`config.mk`:
```
export PLATFORM = sky130hd
export DESIGN_NAME = fpmul_sched
export DESIGN_NICKNAME = d
export VERILOG_FILES = /design/src/rtl/fpmul_sched.sv
export SDC_FILE = /design/constraint.sdc
export NUM_CORES = 2
export LEC_CHECK = 0
export CAP_MARGIN = 40
export CORE_MARGIN = 2
export CORE_UTILIZATION = 70
export CTS_CLUSTER_DIAMETER = 120
export DETAILED_ROUTE_END_ITERATION = 12
export DONT_BUFFER_PORTS = 1
export PLACE_DENSITY = 0.86
export SLEW_MARGIN = 30
export SYNTH_ARGS = -nofsm -noshare
export SYNTH_HDL_FRONTEND = slang
export SYNTH_SLANG_ARGS = --single-unit
```
`constraint.sdc`:
```
create_clock -name clk -period 21.4 [get_ports clk]
set_clock_uncertainty 0.1 [all_clocks]
set_input_delay 2.14 -clock clk [delete_from_list [all_inputs] [get_ports clk]]
set_output_delay 2.14 -clock clk [all_outputs]
set_load 0.02 [all_outputs]
```
`src/rtl/fpmul_sched.sv`:
```
// Round-robin scheduler sharing one single-precision multiplier among NREQ requesters.
// Accepted operations flow through a fixed LAT-cycle pipeline and return tagged to their source.
module fpmul_sched #(
  parameter int NREQ = 4,
  parameter int LAT  = 2,
  parameter int CW   = 16
) (
  input  logic                 clk,
  input  logic                 rst,
  input  logic [NREQ-1:0]      ReqValid,
  input  logic [32*NREQ-1:0]   ReqA,
  input  logic [32*NREQ-1:0]   ReqB,
  output logic [NREQ-1:0]      ReqReady,
  output logic [NREQ-1:0]      RespValid,
  output logic [31:0]          Result,
  output logic                 Busy,
  output logic [CW-1:0]        OpCount
);

  localparam int TW = $clog2(NREQ);

  // Truncating multiply with no special cases: exponent and fraction simply wrap.
  function automatic logic [31:0] fpMul(input logic [31:0] a, input logic [31:0] b);
    logic [47:0] mant;
    logic [7:0]  expo;
    logic [22:0] frac;
    mant = 48'({1'b1, a[22:0]}) * 48'({1'b1, b[22:0]});
    expo = a[30:23] + b[30:23] - 8'd127;
    if (mant[47]) begin
      expo = expo + 8'd1;
      frac = mant[46:24];
    end else begin
      frac = mant[45:23];
    end
    return {a[31] ^ b[31], expo, frac};
  endfunction

  logic [TW-1:0] ptr;
  logic [TW-1:0] ptrNext;
  logic [TW-1:0] grantIdx;
  logic          grantAny;
  logic [TW:0]   idx;

  always_comb begin
    ReqReady = '0;
    grantAny = 1'b0;
    grantIdx = '0;
    idx      = '0;
    for (int k = 0; k < NREQ; k++) begin
      idx = {1'b0, ptr} + (TW+1)'(k);
      if (idx >= (TW+1)'(NREQ)) idx = idx - (TW+1)'(NREQ);
      if (!grantAny && ReqValid[idx[TW-1:0]]) begin
        grantAny = 1'b1;
        grantIdx = idx[TW-1:0];
      end
    end
    if (rst) grantAny = 1'b0;
    if (grantAny) ReqReady[grantIdx] = 1'b1;
  end

  assign ptrNext = (grantIdx == TW'(NREQ-1)) ? '0 : grantIdx + 1'b1;

  // Stage 1: capture accepted operands and tag
  logic [31:0]   opA_p1;
  logic [31:0]   opB_p1;
  logic [TW-1:0] tag_p1;
  logic          vld_p1;
  logic [31:0]   prod_p1;

  always_ff @(posedge clk or posedge rst) begin
    if (rst) begin
      ptr     <= '0;
      OpCount <= '0;
      vld_p1  <= 1'b0;
      opA_p1  <= '0;
      opB_p1  <= '0;
      tag_p1  <= '0;
    end else begin
      vld_p1 <= grantAny;
      if (grantAny) begin
        opA_p1  <= ReqA[32*grantIdx +: 32];
        opB_p1  <= ReqB[32*grantIdx +: 32];
        tag_p1  <= grantIdx;
        ptr     <= ptrNext;
        OpCount <= OpCount + 1'b1;
      end
    end
  end

  assign prod_p1 = fpMul(opA_p1, opB_p1);

  logic [31:0]   prodLast;
  logic [TW-1:0] tagLast;
  logic          vldLast;
  logic          tailBusy;

  if (LAT == 1) begin : gDirect
    assign prodLast = prod_p1;
    assign tagLast  = tag_p1;
    assign vldLast  = vld_p1;
    assign tailBusy = 1'b0;
  end else begin : gPipe
    // Stages 2..LAT: delay product, tag and valid together
    logic [31:0]   prodQ [LAT-1];
    logic [TW-1:0] tagQ  [LAT-1];
    logic [LAT-2:0] vldQ;

    always_ff @(posedge clk or posedge rst) begin
      if (rst) begin
        vldQ <= '0;
        for (int k = 0; k < LAT-1; k++) begin
          prodQ[k] <= '0;
          tagQ[k]  <= '0;
        end
      end else begin
        prodQ[0] <= prod_p1;
        tagQ[0]  <= tag_p1;
        vldQ[0]  <= vld_p1;
        for (int k = 1; k < LAT-1; k++) begin
          prodQ[k] <= prodQ[k-1];
          tagQ[k]  <= tagQ[k-1];
          vldQ[k]  <= vldQ[k-1];
        end
      end
    end

    assign prodLast = prodQ[LAT-2];
    assign tagLast  = tagQ[LAT-2];
    assign vldLast  = vldQ[LAT-2];
    assign tailBusy = |vldQ;
  end

  assign RespValid = vldLast ? (NREQ'(1) << tagLast) : '0;
  assign Result    = vldLast ? prodLast : '0;
  assign Busy      = vld_p1 | tailBusy;

endmodule

```
==> flow_metrics.env <==
export IMPL_reg2reg_slack_ns=12.51
export IMPL_dominant_combinational_cell_family_by_area_after_synthesis="adder cells"
export IMPL_drt_wl_total_mm=75.32
export IMPL_drcViolationCount=0
export IMPL_slew_limit_headroom_pct=37.48
export IMPL_cts_reportedPaths_clkPinSlew_ns=0.07
export IMPL_worstHoldPathType="reg -> reg"
export IMPL_nets=3916
export IMPL_cts_sinks=120
export IMPL_cts_path_max_buffers=2
export IMPL_worst_setup_path_end_kind="register"
export IMPL_numPortBuffers=0
export IMPL_seq_area_frac_synth_pct=11.71
export IMPL_synth_flop_cell="sky130_fd_sc_hd__dfrtp_1"
export IMPL_synthAdderAreaFrac_pct=46.79
export IMPL_worst_ep_required_time_ns=21.63
export IMPL_worst_pin_slew_ns=0.9378
export IMPL_cp_data_arrival_time_ns=9.11
export IMPL_netlist_instances=3084
export IMPL_chipWidth_um=195.4
export IMPL_synth_most_common_cell="sky130_fd_sc_hd__inv_1"
export IMPL_worstRegToRegCells=23
export IMPL_areaGrowthSynthToFinish_pct=4.385
export IMPL_yosys_top_cells_count="sky130_fd_sc_hd__inv_1, sky130_fd_sc_hd__nand2_1, sky130_fd_sc_hd__fa_1"
export IMPL_post_synth_xor_area_fraction_pct=1.844
export IMPL_final_setup_tns_ns=0
export IMPL_fmax_ghz=0.1125
export IMPL_ys_ff_latch=120
export IMPL_regToRegEndpoint="gPipe.prodQ[18]"
export IMPL_final_hold_violation_count=0
export IMPL_grt_pass1_vias=22354
export IMPL_filler_cell_count=2529
export IMPL_routabilityCongestion=1.009
export IMPL_cts_htree_levels=4
export IMPL_drt_pass1_iterations=6
export IMPL_worst_path_max_fanout=17
export IMPL_synth_edff_count=0
export IMPL_antenna_found_initial=2
export IMPL_worst_setup_sp_type="register"
export IMPL_async_reset_ff_share_pct=100.0
export IMPL_placed_cells=3428
export IMPL_core_rowCount=70
export IMPL_routedWlPerCell_um=21.73
export IMPL_floorplan_io_pins=319
export IMPL_detailedPlacementHpwl_mm=59.90
export IMPL_ctsHoldBuffers=0
export IMPL_viasPerCell=6.104
export IMPL_clock_latency_reported_for_the_late_side_of_the_worst_skew_pair_ns=0.45
export IMPL_whs_path_depth=0
export IMPL_min_period_ns=8.887
export IMPL_clk_root_buffer_cell="sky130_fd_sc_hd__clkbuf_16"
export IMPL_synthSimpleGateAreaFrac_pct=20.91
export IMPL_timing_final_crit_share_pct=41.53
export IMPL_core_area_um2=36350
export IMPL_worst_hold_path_endpoint="gPipe.vldQ"
export IMPL_timing_worst_setup_path_type="reg -> reg"
export IMPL_synth_top_area_cell="sky130_fd_sc_hd__fa_1"
export IMPL_mean_instance_size_in_the_synthesized_netlist_um2=8.318
export IMPL_rsz0062_at_grt="no"
export IMPL_cts_repair_resized=0
export IMPL_ys_warnings_count=0
export IMPL_detailroute_via_count=21162
export IMPL_finish_cell_count_without_fillers=3467
export IMPL_initial_utilization_pct=70.57
export IMPL_grt_max_degree=110
export IMPL_drt_first_iter_violations=1824
export IMPL_finalMaxSlewViolations=0
export IMPL_yosys_mux_area_fraction_pct=0.7121
export IMPL_cts_bufs_inserted=17
export IMPL_post_synthesis_instance_area_um2=25650
export IMPL_number_of_nets_with_antenna_violations_after_detailed_routing=0
export IMPL_outcome="finished clean"
export IMPL_grt_pass1_wl_mm=116.3
export IMPL_tritoncts="yes"
export IMPL_holdCritStartpoint="vld_p1"
export IMPL_startpoint_of_the_worst_slack_reg_to_reg_timing_path="opB_p1[0]"
export IMPL_gr_usage_all_layers_pct=40.28
export IMPL_max_cap_violations=0
export IMPL_syn_num_nets=4016
export IMPL_synth_top_cell_area_share_pct=37.62
export IMPL_fp_dieH_um=195.4
export IMPL_post_cts_setup_buffers=0
export IMPL_grt_overflow_total=0
export IMPL_synth_cell_types=67
export IMPL_dieArea_um2=38190
export IMPL_post_route_cells_drive_above_1_share_pct=3.604
export IMPL_setup_viol=0
export IMPL_ys_top_cells_by_area="sky130_fd_sc_hd__fa_1, sky130_fd_sc_hd__dfrtp_1, sky130_fd_sc_hd__ha_1"
export IMPL_synth_compound_area_share_pct=6.619
## cell usage in the layout (no fill, tap or decap), types with 7 or more instances in the layout
master and count:
sky130_fd_sc_hd__mux2i_1 7, sky130_fd_sc_hd__buf_6 7, sky130_fd_sc_hd__o21ai_0 136, sky130_fd_sc_hd__o211ai_1 21
sky130_fd_sc_hd__mux2_2 9, sky130_fd_sc_hd__xor2_1 17, sky130_fd_sc_hd__nor2_1 261, sky130_fd_sc_hd__nand3_1 81
sky130_fd_sc_hd__and2_1 275, sky130_fd_sc_hd__clkbuf_16 17, sky130_fd_sc_hd__nand4_1 16, sky130_fd_sc_hd__a21oi_1 47
sky130_fd_sc_hd__nor2b_1 9, sky130_fd_sc_hd__nand2_1 483, sky130_fd_sc_hd__fa_1 482, sky130_fd_sc_hd__xnor2_1 37
sky130_fd_sc_hd__ha_1 188, sky130_fd_sc_hd__a21o_1 15, sky130_fd_sc_hd__buf_8 15, sky130_fd_sc_hd__nor3_1 7
sky130_fd_sc_hd__buf_4 19, sky130_fd_sc_hd__inv_1 605, sky130_fd_sc_hd__dfrtp_1 116
## cell families (layout without fill, tap and decap cells)
logic type	count (synthesis)	count (layout)
compound gates	281	281
xor+xnor	54	54
fa+ha+maj	670	670
buf+inv	775	688
flops	120	120
mux	17	17
other cells	0	2
simple gates	1167	1167
## cell type report
class | count | area (um^2) | area share, %
timing repair buffer | 45 | 526.8 | 1.967
antenna | 2 | 5.005 | 0.01869
clock buffer | 17 | 425.4 | 1.589
inverter | 611 | 2297 | 8.579
sequential | 120 | 3008 | 11.23
multi-input combinational | 2189 | 19750 | 73.77
clock inverter | 15 | 176.4 | 0.6588
tap | 468 | 585.6 | 2.187
## stage by stage
stage	hold WS, ns	worst slack, ns	util [%]	area, um^2
floorplan	0.2461	14.27	-	25650
global placement	0.2553	12.98	70.93	25780
detailed placement	0.2634	12.78	71.77	26090
CTS	0.2797	12.74	73.43	26690
global route	0.2850	12.32	73.67	26780
finish	0.2768	12.51	73.67	26780
## worst max path at each step
stage	endpoint	cells after the start	startpoint	slack [ns]
after floorplan	gPipe.prodQ[18]	26	opA_p1[13]	14.27
after detailed placement	gPipe.prodQ[18]	25	opB_p1[8]	12.78
after global placement	gPipe.prodQ[18]	25	opB_p1[8]	12.98
after CTS	gPipe.prodQ[18]	25	opB_p1[8]	12.74
final	gPipe.prodQ[18]	23	opB_p1[0]	12.51
after global routing	gPipe.prodQ[21]	24	opB_p1[0]	12.32
## per-layer routing
layer  vias up  wire length, um  global-route usage [%]
met2      1416            35150                   64.64
met4         0             7559                   35.23
met1     10272            24570                   46.14
met3       418             8047                   8.446
li1       9056                -                       -
met5         -                0                       0
## flip-flops by register name (all words and copies together), names as in the netlist
register     flops
gPipe.prodQ     32
opA_p1          32
opB_p1          32
OpCount         16
gPipe.tagQ       2
ptr              2
tag_p1           2
gPipe.vldQ       1
vld_p1           1
## worst max-delay path, stage by stage (launching register included)
cell	delay [ns]
sky130_fd_sc_hd__dfrtp_1	0.89
sky130_fd_sc_hd__clkinv_1	0.73
sky130_fd_sc_hd__nor2_1	0.35
sky130_fd_sc_hd__fa_1	0.46
sky130_fd_sc_hd__fa_1	0.57
sky130_fd_sc_hd__inv_1	0.07
sky130_fd_sc_hd__fa_1	0.46
sky130_fd_sc_hd__fa_1	0.56
sky130_fd_sc_hd__inv_1	0.06
sky130_fd_sc_hd__fa_1	0.49
sky130_fd_sc_hd__fa_1	0.50
sky130_fd_sc_hd__inv_1	0.05
sky130_fd_sc_hd__fa_1	0.47
sky130_fd_sc_hd__inv_1	0.04
sky130_fd_sc_hd__ha_1	0.44
sky130_fd_sc_hd__nand4_1	0.21
sky130_fd_sc_hd__nor4_1	0.40
sky130_fd_sc_hd__o311ai_1	0.23
sky130_fd_sc_hd__a31oi_1	0.29
sky130_fd_sc_hd__a211oi_1	0.17
sky130_fd_sc_hd__o31a_1	0.40
sky130_fd_sc_hd__o41ai_2	0.38
sky130_fd_sc_hd__xor2_1	0.14
sky130_fd_sc_hd__mux2_1	0.30
Power is left out: the tool's default activity adds up to more than one toggle a clock period on the data nets, which glitch-free logic cannot reach.
